===== src/rtl/dnn_sched_pkg.sv =====
// Shared state type and row-count helper for the DNN weight scheduler.
package dnn_sched_pkg;

    typedef enum logic [2:0] {
        ST_IDLE,
        ST_CLEAR,
        ST_LOAD,
        ST_DONE,
        ST_ERR
    } sched_state_e;

    // Layer 0 is fed by the image; every later layer by its predecessor's nerves.
    function automatic int rows(input int k, input int image_size, input int lnn_prev);
        return (k == 0) ? image_size : lnn_prev;
    endfunction

endpackage


===== src/rtl/dnn_wsched_watchdog.sv =====
// Counts consecutive stalled LOAD cycles and flags the TimeoutCycles-th one.
module dnn_wsched_watchdog #(
    parameter int TimeoutCycles = 64
) (
    input  logic clk,
    input  logic rst,
    input  logic stall,
    output logic expired
);
    localparam int CntW = (TimeoutCycles > 2) ? $clog2(TimeoutCycles) : 1;

    logic [CntW-1:0] cnt;

    assign expired = stall && (cnt == CntW'(TimeoutCycles - 1));

    always_ff @(posedge clk or posedge rst) begin
        if (rst) begin
            cnt <= '0;
        end else if (!stall || expired) begin
            cnt <= '0;
        end else begin
            cnt <= cnt + 1'b1;
        end
    end
endmodule


===== src/rtl/dnn_weight_scheduler.sv =====
// Sequences weight words into NumLayers systolic layers, clearing each layer first.
// Define DNN_WSCHED_TIMEOUT_EN to enable the stalled-source watchdog and ERR state.
module dnn_weight_scheduler
    import dnn_sched_pkg::*;
#(
    parameter int NumLayers                 = 4,
    parameter int MaxNumNerves              = 6,
    parameter int M_W_BitSize               = 16,
    parameter int ImageSize                 = 16,
    parameter int LNN [NumLayers-1:0]       = '{2, 3, 5, 6}
`ifdef DNN_WSCHED_TIMEOUT_EN
    , parameter int TimeoutCycles           = 64
`endif
) (
    input  logic                                 clk,
    input  logic                                 res,
    input  logic                                 in_start,
    input  logic                                 in_abort,
    input  logic                                 in_w_valid,
    input  logic [MaxNumNerves*M_W_BitSize-1:0]  in_w_data,
    output logic                                 out_w_ready,
    output logic [MaxNumNerves*M_W_BitSize-1:0]  out_weights,
    output logic                                 out_w_valid,
    output logic [NumLayers-1:0]                 out_layer_en,
    output logic [NumLayers-1:0]                 out_layer_res_n,
    output logic [$clog2(NumLayers)-1:0]         out_layer_idx,
    output logic                                 out_busy,
    output logic                                 out_done,
    output logic                                 out_timeout
);
    localparam int DataW   = MaxNumNerves * M_W_BitSize;
    localparam int LayW    = $clog2(NumLayers);
    localparam int MaxRows = (ImageSize > MaxNumNerves) ? ImageSize : MaxNumNerves;
    localparam int WordW   = $clog2(MaxRows + 1);
    localparam logic [NumLayers-1:0] LayerOne = {{(NumLayers-1){1'b0}}, 1'b1};

    sched_state_e       state;
    logic [LayW-1:0]    layer;
    logic [WordW-1:0]   word;
    logic [DataW-1:0]   masked_data;
    logic               timeout_hit;
    logic               stall;

    logic [WordW-1:0]        rows_tbl  [NumLayers];
    logic [MaxNumNerves-1:0] lane_keep [NumLayers];

    for (genvar k = 0; k < NumLayers; k++) begin : g_tbl
        localparam int Prev = (k == 0) ? 0 : LNN[(k == 0) ? 0 : k - 1];
        assign rows_tbl[k] = WordW'(rows(k, ImageSize, Prev));
        for (genvar l = 0; l < MaxNumNerves; l++) begin : g_lane
            assign lane_keep[k][l] = (l < LNN[k]);
        end
    end

    always_comb begin
        masked_data = '0;
        for (int unsigned l = 0; l < MaxNumNerves; l++) begin
            if (lane_keep[layer][l]) begin
                masked_data[l*M_W_BitSize +: M_W_BitSize] = in_w_data[l*M_W_BitSize +: M_W_BitSize];
            end
        end
    end

    assign stall = (state == ST_LOAD) && !in_w_valid && !in_abort;

`ifdef DNN_WSCHED_TIMEOUT_EN
    dnn_wsched_watchdog #(
        .TimeoutCycles(TimeoutCycles)
    ) u_watchdog (
        .clk     (clk),
        .rst     (res),
        .stall   (stall),
        .expired (timeout_hit)
    );
`else
    assign timeout_hit = 1'b0;
`endif

    assign out_layer_idx = layer;

    always_ff @(posedge clk or posedge res) begin
        if (res) begin
            state           <= ST_IDLE;
            layer           <= '0;
            word            <= '0;
            out_w_ready     <= 1'b0;
            out_weights     <= '0;
            out_w_valid     <= 1'b0;
            out_layer_en    <= '0;
            out_layer_res_n <= '1;
            out_busy        <= 1'b0;
            out_done        <= 1'b0;
            out_timeout     <= 1'b0;
        end else begin
            out_w_valid     <= 1'b0;
            out_layer_en    <= '0;
            out_layer_res_n <= '1;
            if (in_abort) begin
                state       <= ST_IDLE;
                layer       <= '0;
                word        <= '0;
                out_w_ready <= 1'b0;
                out_busy    <= 1'b0;
                out_done    <= 1'b0;
                out_timeout <= 1'b0;
            end else begin
                unique case (state)
                    ST_IDLE, ST_DONE: begin
                        if (in_start) begin
                            state           <= ST_CLEAR;
                            layer           <= '0;
                            word            <= '0;
                            out_done        <= 1'b0;
                            out_busy        <= 1'b1;
                            out_layer_res_n <= ~LayerOne;
                        end
                    end
                    ST_CLEAR: begin
                        state       <= ST_LOAD;
                        out_w_ready <= 1'b1;
                    end
                    ST_LOAD: begin
                        if (in_w_valid) begin
                            out_weights  <= masked_data;
                            out_w_valid  <= 1'b1;
                            out_layer_en <= LayerOne << layer;
                            if (word == rows_tbl[layer] - 1'b1) begin
                                word        <= '0;
                                out_w_ready <= 1'b0;
                                if (layer == LayW'(NumLayers - 1)) begin
                                    state    <= ST_DONE;
                                    out_busy <= 1'b0;
                                    out_done <= 1'b1;
                                end else begin
                                    state           <= ST_CLEAR;
                                    layer           <= layer + 1'b1;
                                    out_layer_res_n <= ~(LayerOne << (layer + 1'b1));
                                end
                            end else begin
                                word <= word + 1'b1;
                            end
                        end else if (timeout_hit) begin
                            state       <= ST_ERR;
                            out_w_ready <= 1'b0;
                            out_busy    <= 1'b0;
                            out_timeout <= 1'b1;
                        end
                    end
                    ST_ERR: begin
                        state <= ST_ERR;
                    end
                    default: begin
                        state <= ST_IDLE;
                    end
                endcase
            end
        end
    end
endmodule


===== config.mk =====
export PLATFORM = sky130hd
export DESIGN_NAME = dnn_weight_scheduler
export DESIGN_NICKNAME = d
export VERILOG_FILES = /design/src/rtl/dnn_sched_pkg.sv /design/src/rtl/dnn_wsched_watchdog.sv /design/src/rtl/dnn_weight_scheduler.sv
export SDC_FILE = /design/constraint.sdc
export NUM_CORES = 1
export LEC_CHECK = 0
export BUFFER_PORTS_ARGS = -buffer_cell sky130_fd_sc_hd__buf_4
export CELL_PAD_IN_SITES_DETAIL_PLACEMENT = 1
export CELL_PAD_IN_SITES_GLOBAL_PLACEMENT = 1
export CORE_MARGIN = 4
export CORE_UTILIZATION = 34
export DETAILED_ROUTE_END_ITERATION = 8
export GPL_TIMING_DRIVEN = 0
export PLACE_DENSITY = 0.84
export SKIP_LAST_GASP = 1
export SYNTH_ARGS = -nofsm -noshare
export SYNTH_HDL_FRONTEND = slang
export SYNTH_SLANG_ARGS = --single-unit

===== constraint.sdc =====
create_clock -name clk -period 4 [get_ports clk]
set_input_delay 0.2 -clock clk [delete_from_list [all_inputs] [get_ports clk]]
set_output_delay 0.2 -clock clk [all_outputs]
set_load 0.05 [all_outputs]

==> results of run 1 <==
## cell families after synthesis
family | after synthesis | synth area share [%]
AND/OR/NAND/NOR | 296 | 25.50
flip-flops | 118 | 60.34
AO/OA/AOI/OAI | 56 | 6.662
buffers and inverters | 44 | 4.032
adder cells (fa/ha/maj) | 7 | 1.787
XOR/XNOR | 7 | 1.404
other | 1 | 0.07650
multiplexers | 1 | 0.2042
## synth_stat cells, drive strengths merged (2+ instances only)
library cell    n
a21oi           4
a31oi           2
and3            5
buf            16
clkbuf         19
dfrtp         114
dfstp           4
ha              7
inv             9
nand2         236
nand3          20
nand3b         16
nor2            6
nor3            2
nor3b           2
o21ai          38
o311ai          3
or2             2
or3             2
or4             2
xnor2           4
xor2            3
## layer usage
metal / GRT usage (%) / routed length (um) / up-vias
met5: 0 / 0 / -
met2: 37.37 / 9014 / 137
met4: 8.864 / 440 / 0
li1: - / - / 2231
met3: 6.292 / 1052 / 33
met1: 23.34 / 6546 / 2359
## stage by stage
stage / cell area, sq um / instances
2_1_floorplan: 4902 / 530
3_3_place_gp: 6704 / 920
3_5_place_dp: 6736 / 921
4_1_cts: 7540 / 979
5_1_grt: 7572 / 983
6_report: 7572 / 983
## worst paths after layout
check,endpoint,cells after the start
max reg2reg,state[0]$_DFFE_PP0P_,9
max in group asynchronous,out_layer_res_n[3]$_DFF_PP1_,4
max,state[0]$_DFFE_PP0P_,9
min in group asynchronous,out_weights[26]$_DFFE_PP0P_,3
min reg2reg,out_weights[34]$_DFFE_PP0P_,2
min,out_weights[94]$_DFFE_PP0P_,3
## layout make-up
cell class / count / area share (%)
Tap cell: 180 / 2.974
Clock buffer: 27 / 6.510
Sequential cell: 118 / 39.06
Multi-Input combinational cell: 368 / 23.07
Clock inverter: 5 / 0.6609
Buffer: 35 / 2.165
Inverter: 9 / 0.5122
Timing Repair Buffer: 240 / 25.02
Antenna cell: 1 / 0.03305
## power by group through the flow
stage	logic (mW)	registers [mW]	clock network, mW
floorplan	0.325	3.17	0
global placement	2.54	1.81	0
detailed placement	2.60	1.84	0
CTS	2.62	1.82	1.43
global route	2.74	1.87	1.49
finish	2.61	1.82	1.40
## state kept, by name, indices dropped and copies added (netlist names)
signal           flops
out_busy             1
out_w_valid          1
out_layer_idx        2
out_layer_en         4
state                3
out_layer_res_n      4
word                 5
out_weights         96
out_w_ready          1
out_done             1
## worst max-delay path: stages (launching register included)
cell and delay [ns]:
dfrtp_1 0.48, inv_1 0.20, clkbuf_1 0.42, ha_1 0.23
buf_2 0.27, xnor2_2 0.15, xnor2_1 0.10, nor2_1 0.43
nand2_1 0.14, a2111oi_0 0.37
==> metrics.csv, run 1 <==
metric,value,unit
outcome,"complete, no violations",
track_usage,21.03,%
finish.utilization,54.13,%
start_util,35.04,%
cts-root-buf,clkbuf_16,
total_power,5.829,mW
grt_pass1_wl,27.10,mm
area_growth,54.47,%
grt-ovfl-total,0,
drv_slew,0,
cts_hold_buffers,26,
avgSynthCellArea,9.249,sq um
critPathLaunchType,flop,
die-width,128.1,um
power_frac_clock,23.9,%
worstPathRequired,4.28,ns
core_area,13990,sq um
gp_congestion,0.8267,
min_from,in_w_data[94],
cts_htree_levels,4,
synth.largest_area_cell,dfrtp_1,
drt_iter0_drc,215,
drt-wirelength-per-cell,17.35,um
drive_gt1_share,32.42,%
postLayoutSetupSlackWorst,1.069,ns
layout_commonest_cell,nand2_1,
fill_cells,1636,
numClockSinks,118,
tightestPinTransition,0.5404,ns
portBuffers,210,
fin_crit_sh,73.29,%
maxCapViolCount,0,
routed_wirelength,17.05,mm
crit_path_start,out_layer_idx[1]$_DFFE_PP0P_,
critPathCaptureType,flop,
synthTopCellsByArea,"dfrtp_1 (58%), nand2_1 (18%), o21ai_0 (3.7%), nand3b_1 (2.5%), dfstp_2 (2.1%)",
post-cts-setup-buffers,0,
pwr-share-seq,31.3,%
async_flop_share,100.0,%
drc,0,
drtPass1Iterations,4,
syn_nets,638,
crit_type,flop to flop,
critPathMaxFanout,12,
setup_tns,0,ns
final_cell_mix,"nand2_1 (236), buf_4 (213), dfrtp_1 (114), o21ai_0 (36), dlygate4sd3_1 (29)",
hold_class,input port to flop,
cts_tree,built,
max_freq,341.1,MHz
intPower,3.208,mW
post-place-ws,1.049,ns
synthFlopType,dfrtp_1,
place.detailed.hpwl,12.47,mm
syn_area,4902,sq um
hold_slack,0.01178,ns
fin_crit,2.931,ns
multiInputGateArea,1747,sq um
cp_data_arrival_time,3.21,ns
ctsResizeCount,0,
placement_rows,43,
antenna_found_initial,1,
die-area,16400,sq um
syn_inst,530,
ctsLongestPathBuffers,2,
yosys_warnings,0,
rsz0062_at_grt,false,
pin_count,212,
ant_nets,0,
clk_latency,0.41,ns
vias_per_cell,4.842,
r2r_slack,1.07,ns
regArea,2958,sq um
slew_headroom,63.84,%
ir_worst_vdd,0.3468,mV
dr_total_vias,4760,
yosysTopAreaCellShare,58.19,%
finClkSkew,0.009462,ns
grt_max_degree,97,
clkTransAtPathRegs,0.05,ns
die_height,128.1,um
nets,897,
p_per_area,769.7,nW/um^2
power_switching,2.621,mW
switching_share,44.96,%
yosys_register_bits,118,
hold_viol,0,
synth.distinct_cells,43,
p_leak,4.086,nW
cts_inserted_buffers,17,
yosysSeqAreaShare,60.34,%
grt_pass1_vias,5250,
synth_edf_count,0,
pwr-share-comb,44.8,%
r2r_start,out_layer_idx[1]$_DFFE_PP0P_,
setup_viol,0,
Note: power is estimated with default switching activity, not from simulation.
==> inputs of run 2 (changes only) <==
Settings changed: ABC_AREA set to 1, CORE_UTILIZATION 34 to 31, PLACE_DENSITY 0.84 to 0.81.
Clock period 4 ns to 2.6 ns, I/O delays scaled along.
==> metrics.csv, run 2 <==
metric,value,unit
outcome,"complete, no violations",
setup_viol,0,
place_area,6898,sq um
cts-root-buf,clkbuf_16,
vias_per_cell,4.665,
synthAdderAreaFrac,1.756,%
r2r-end,state[0]$_DFFE_PP0P_,
slew_headroom,59.41,%
ant_nets,0,
cp_data_arrival_time,2.57,ns
die-area,18180,sq um
grt-ovfl-total,0,
rsz0062_at_grt,false,
yosys_warnings,0,
hold_viol,0,
numClockSinks,118,
reg.largest.list,"out_weights (96), word (5)",
crit_type,flop to flop,
fin_crit,2.290,ns
pin_count,212,
grt_util_met2,41.27,%
clkTransAtPathRegs,0.05,ns
synth.distinct_cells,32,
synth_edf_count,0,
r2r_start,out_layer_idx[1]$_DFFE_PP0P_,
crit_path_start,out_layer_idx[1]$_DFFE_PP0P_,
grt_max_degree,41,
async_flop_share,100.0,%
critPathMaxFanout,18,
gr-usage-met3,5.849,%
drt-wirelength-per-cell,18.17,um
nets,1009,
r2r_slack,0.31,ns
synthXorXnorAreaFrac,0,%
drc,0,
synth_compound_area_share,1.054,%
fill_cells,1839,
grt_pass1_wl,32.17,mm
die_height,134.8,um
syn_nets,680,
p_leak,4.579,nW
layout_commonest_cell,nand2_1,
grt.busiest_layer,met2,
yosysTopAreaCellShare,57.20,%
place.detailed.hpwl,12.50,mm
grt_pass1_vias,6028,
dr_total_vias,5276,
antenna_found_initial,1,
synth.area.mux_share,0,%
maxCapViolCount,0,
clk_latency,0.41,ns
syn_inst,572,
use_met1,25.34,%
area_growth,70.35,%
ir_worst_vdd,0.5464,mV
worstPathRequired,2.88,ns
critPathCaptureType,flop,
tightestPinTransition,0.6075,ns
synth_top_family_by_area,simple AND/OR/NAND/NOR gates,
yosysMostFrequentCell,nand2_1,
max_freq,436.7,MHz
avgSynthCellArea,8.719,sq um
ctsLongestPathBuffers,2,
routed_wirelength,20.55,mm
syn_area,4987,sq um
yosys_register_bits,118,
cts_inserted_buffers,17,
crit_end,state[0]$_DFFE_PP0P_,
drt_iter0_drc,220,
cts_htree_levels,4,
track_usage,22.84,%
synth.largest_area_cell,dfrtp_1,
cts_tree,built,
finish.utilization,53.68,%
die-width,134.8,um
yosysSeqAreaShare,59.31,%
portBuffers,210,
drive_gt1_share,31.51,%
drtPass1Iterations,4,
synthTopCellsByArea,"dfrtp_1 (57%), nand2_1 (21%), nand3_1 (5.9%), dfstp_2 (2.1%), ha_1 (1.8%)",
ys_top_cells_by_count,"nand2_1 (284), dfrtp_1 (114), nand3_1 (59)",
fin_crit_sh,88.08,%
start_util,31.51,%
regMostFlops,out_weights,
finClkSkew,0.007629,ns
final_cell_mix,"nand2_1 (284), buf_4 (213), dfrtp_1 (113), dlygate4sd3_1 (98), nand3_1 (59)",
gp_congestion,0.7954,
post-place-ws,-0.1883,ns
hold_class,input port to flop,
p_per_area,1234,nW/um^2
total_power,10.48,mW
final_cell_area,8496,sq um
largest_reg_flops,96,
post-cts-setup-buffers,0,
setup_tns,0,ns
r2r_cells,10,
synthFlopType,dfrtp_1,
critPathLaunchType,flop,
synth-simple-area-share,32.29,%
core_area,15830,sq um
postLayoutSetupSlackWorst,0.3100,ns
placement_rows,46,
drv_slew,0,
-- run 2: changes by cell type in the layout (fill, tap and decap cells not counted), moves of 11 or more --
cell	delta
inv_1	+11
clkbuf_1	-19
nand3_1	+39
nand3b_1	-15
o21ai_0	-30
nand2_1	+48
dlygate4sd3_1	+69
-- run 2: worst min-delay path by stage --
stage	from	to	slack (ns)	cells after the start
global route	in_w_valid	out_layer_en[3]$_DFF_PP0_	0.06	3
floorplan	in_abort	state[2]$_DFFE_PP0P_	0.20	1
finish	in_w_valid	out_layer_en[3]$_DFF_PP0_	0.04	3
global placement	in_w_data[83]	out_weights[83]$_DFFE_PP0P_	0.33	3
detailed placement	res	out_weights[13]$_DFFE_PP0P_	0.22	2
CTS	in_w_valid	out_layer_en[3]$_DFF_PP0_	0.02	3
-- run 2: through the flow --
stage,hold slack [ns],std cells
2_1_floorplan,0.1957,572
3_5_place_dp,0.2216,1001
3_3_place_gp,0.3263,998
4_1_cts,0.02275,1130
5_1_grt,0.05798,1131
6_report,0.04472,1131
-- run 2: where the power goes --
group	switching [mW]	internal, mW	leakage [nW]
registers	0.458	2.51	1.52
logic	3.56	1.44	2.76
clock network	0.852	1.65	0.305
total	4.87	5.61	4.58
-- run 2: repair_timing --
item | CTS | global route
endpoints found under the hold margin | 119 | 0
pin swaps | 0 | 0
hold buffers | 98 | 0
cloned | 0 | 0
resized for setup | 0 | 1
endpoints found under the setup margin | 10 | 4
-- run 2: critical path, stage by stage, from the launching register on --
cell and delay [ns]:
dfrtp_2 0.48, inv_2 0.29, ha_1 0.32, nand2_1 0.08, nand2_1 0.05, nor2_1 0.09, nand3_1 0.25, nand2_1 0.29
nand2_1 0.15, nand2_1 0.08, o21ai_0 0.08
-- run 2: cells by family after synthesis --
family / count (synthesis)
buffers and inverters: 53
flip-flops: 118
AND/OR/NAND/NOR: 383
AO/OA/AOI/OAI: 10
adder cells (fa/ha/maj): 7
other: 1
-- run 2: layout make-up --
cell class,instances,area [sq um],area share [%]
tap,216,270.3,3.181
buffer,26,165.2,1.944
multi-input combinational,401,1754,20.65
inverter,26,110.1,1.296
timing repair buffer,311,2618,30.81
clock buffer,23,467.9,5.508
sequential,118,2959,34.83
clock inverter,9,148.9,1.753
antenna,1,2.502,0.02946
-- run 2: per-layer routing --
layer  up-vias  part of all wire, %
li1       2443                    -
met1      2594                   38
met2       190                   53
met3        49                  5.6
met4         0                  3.0
met5         -                    0
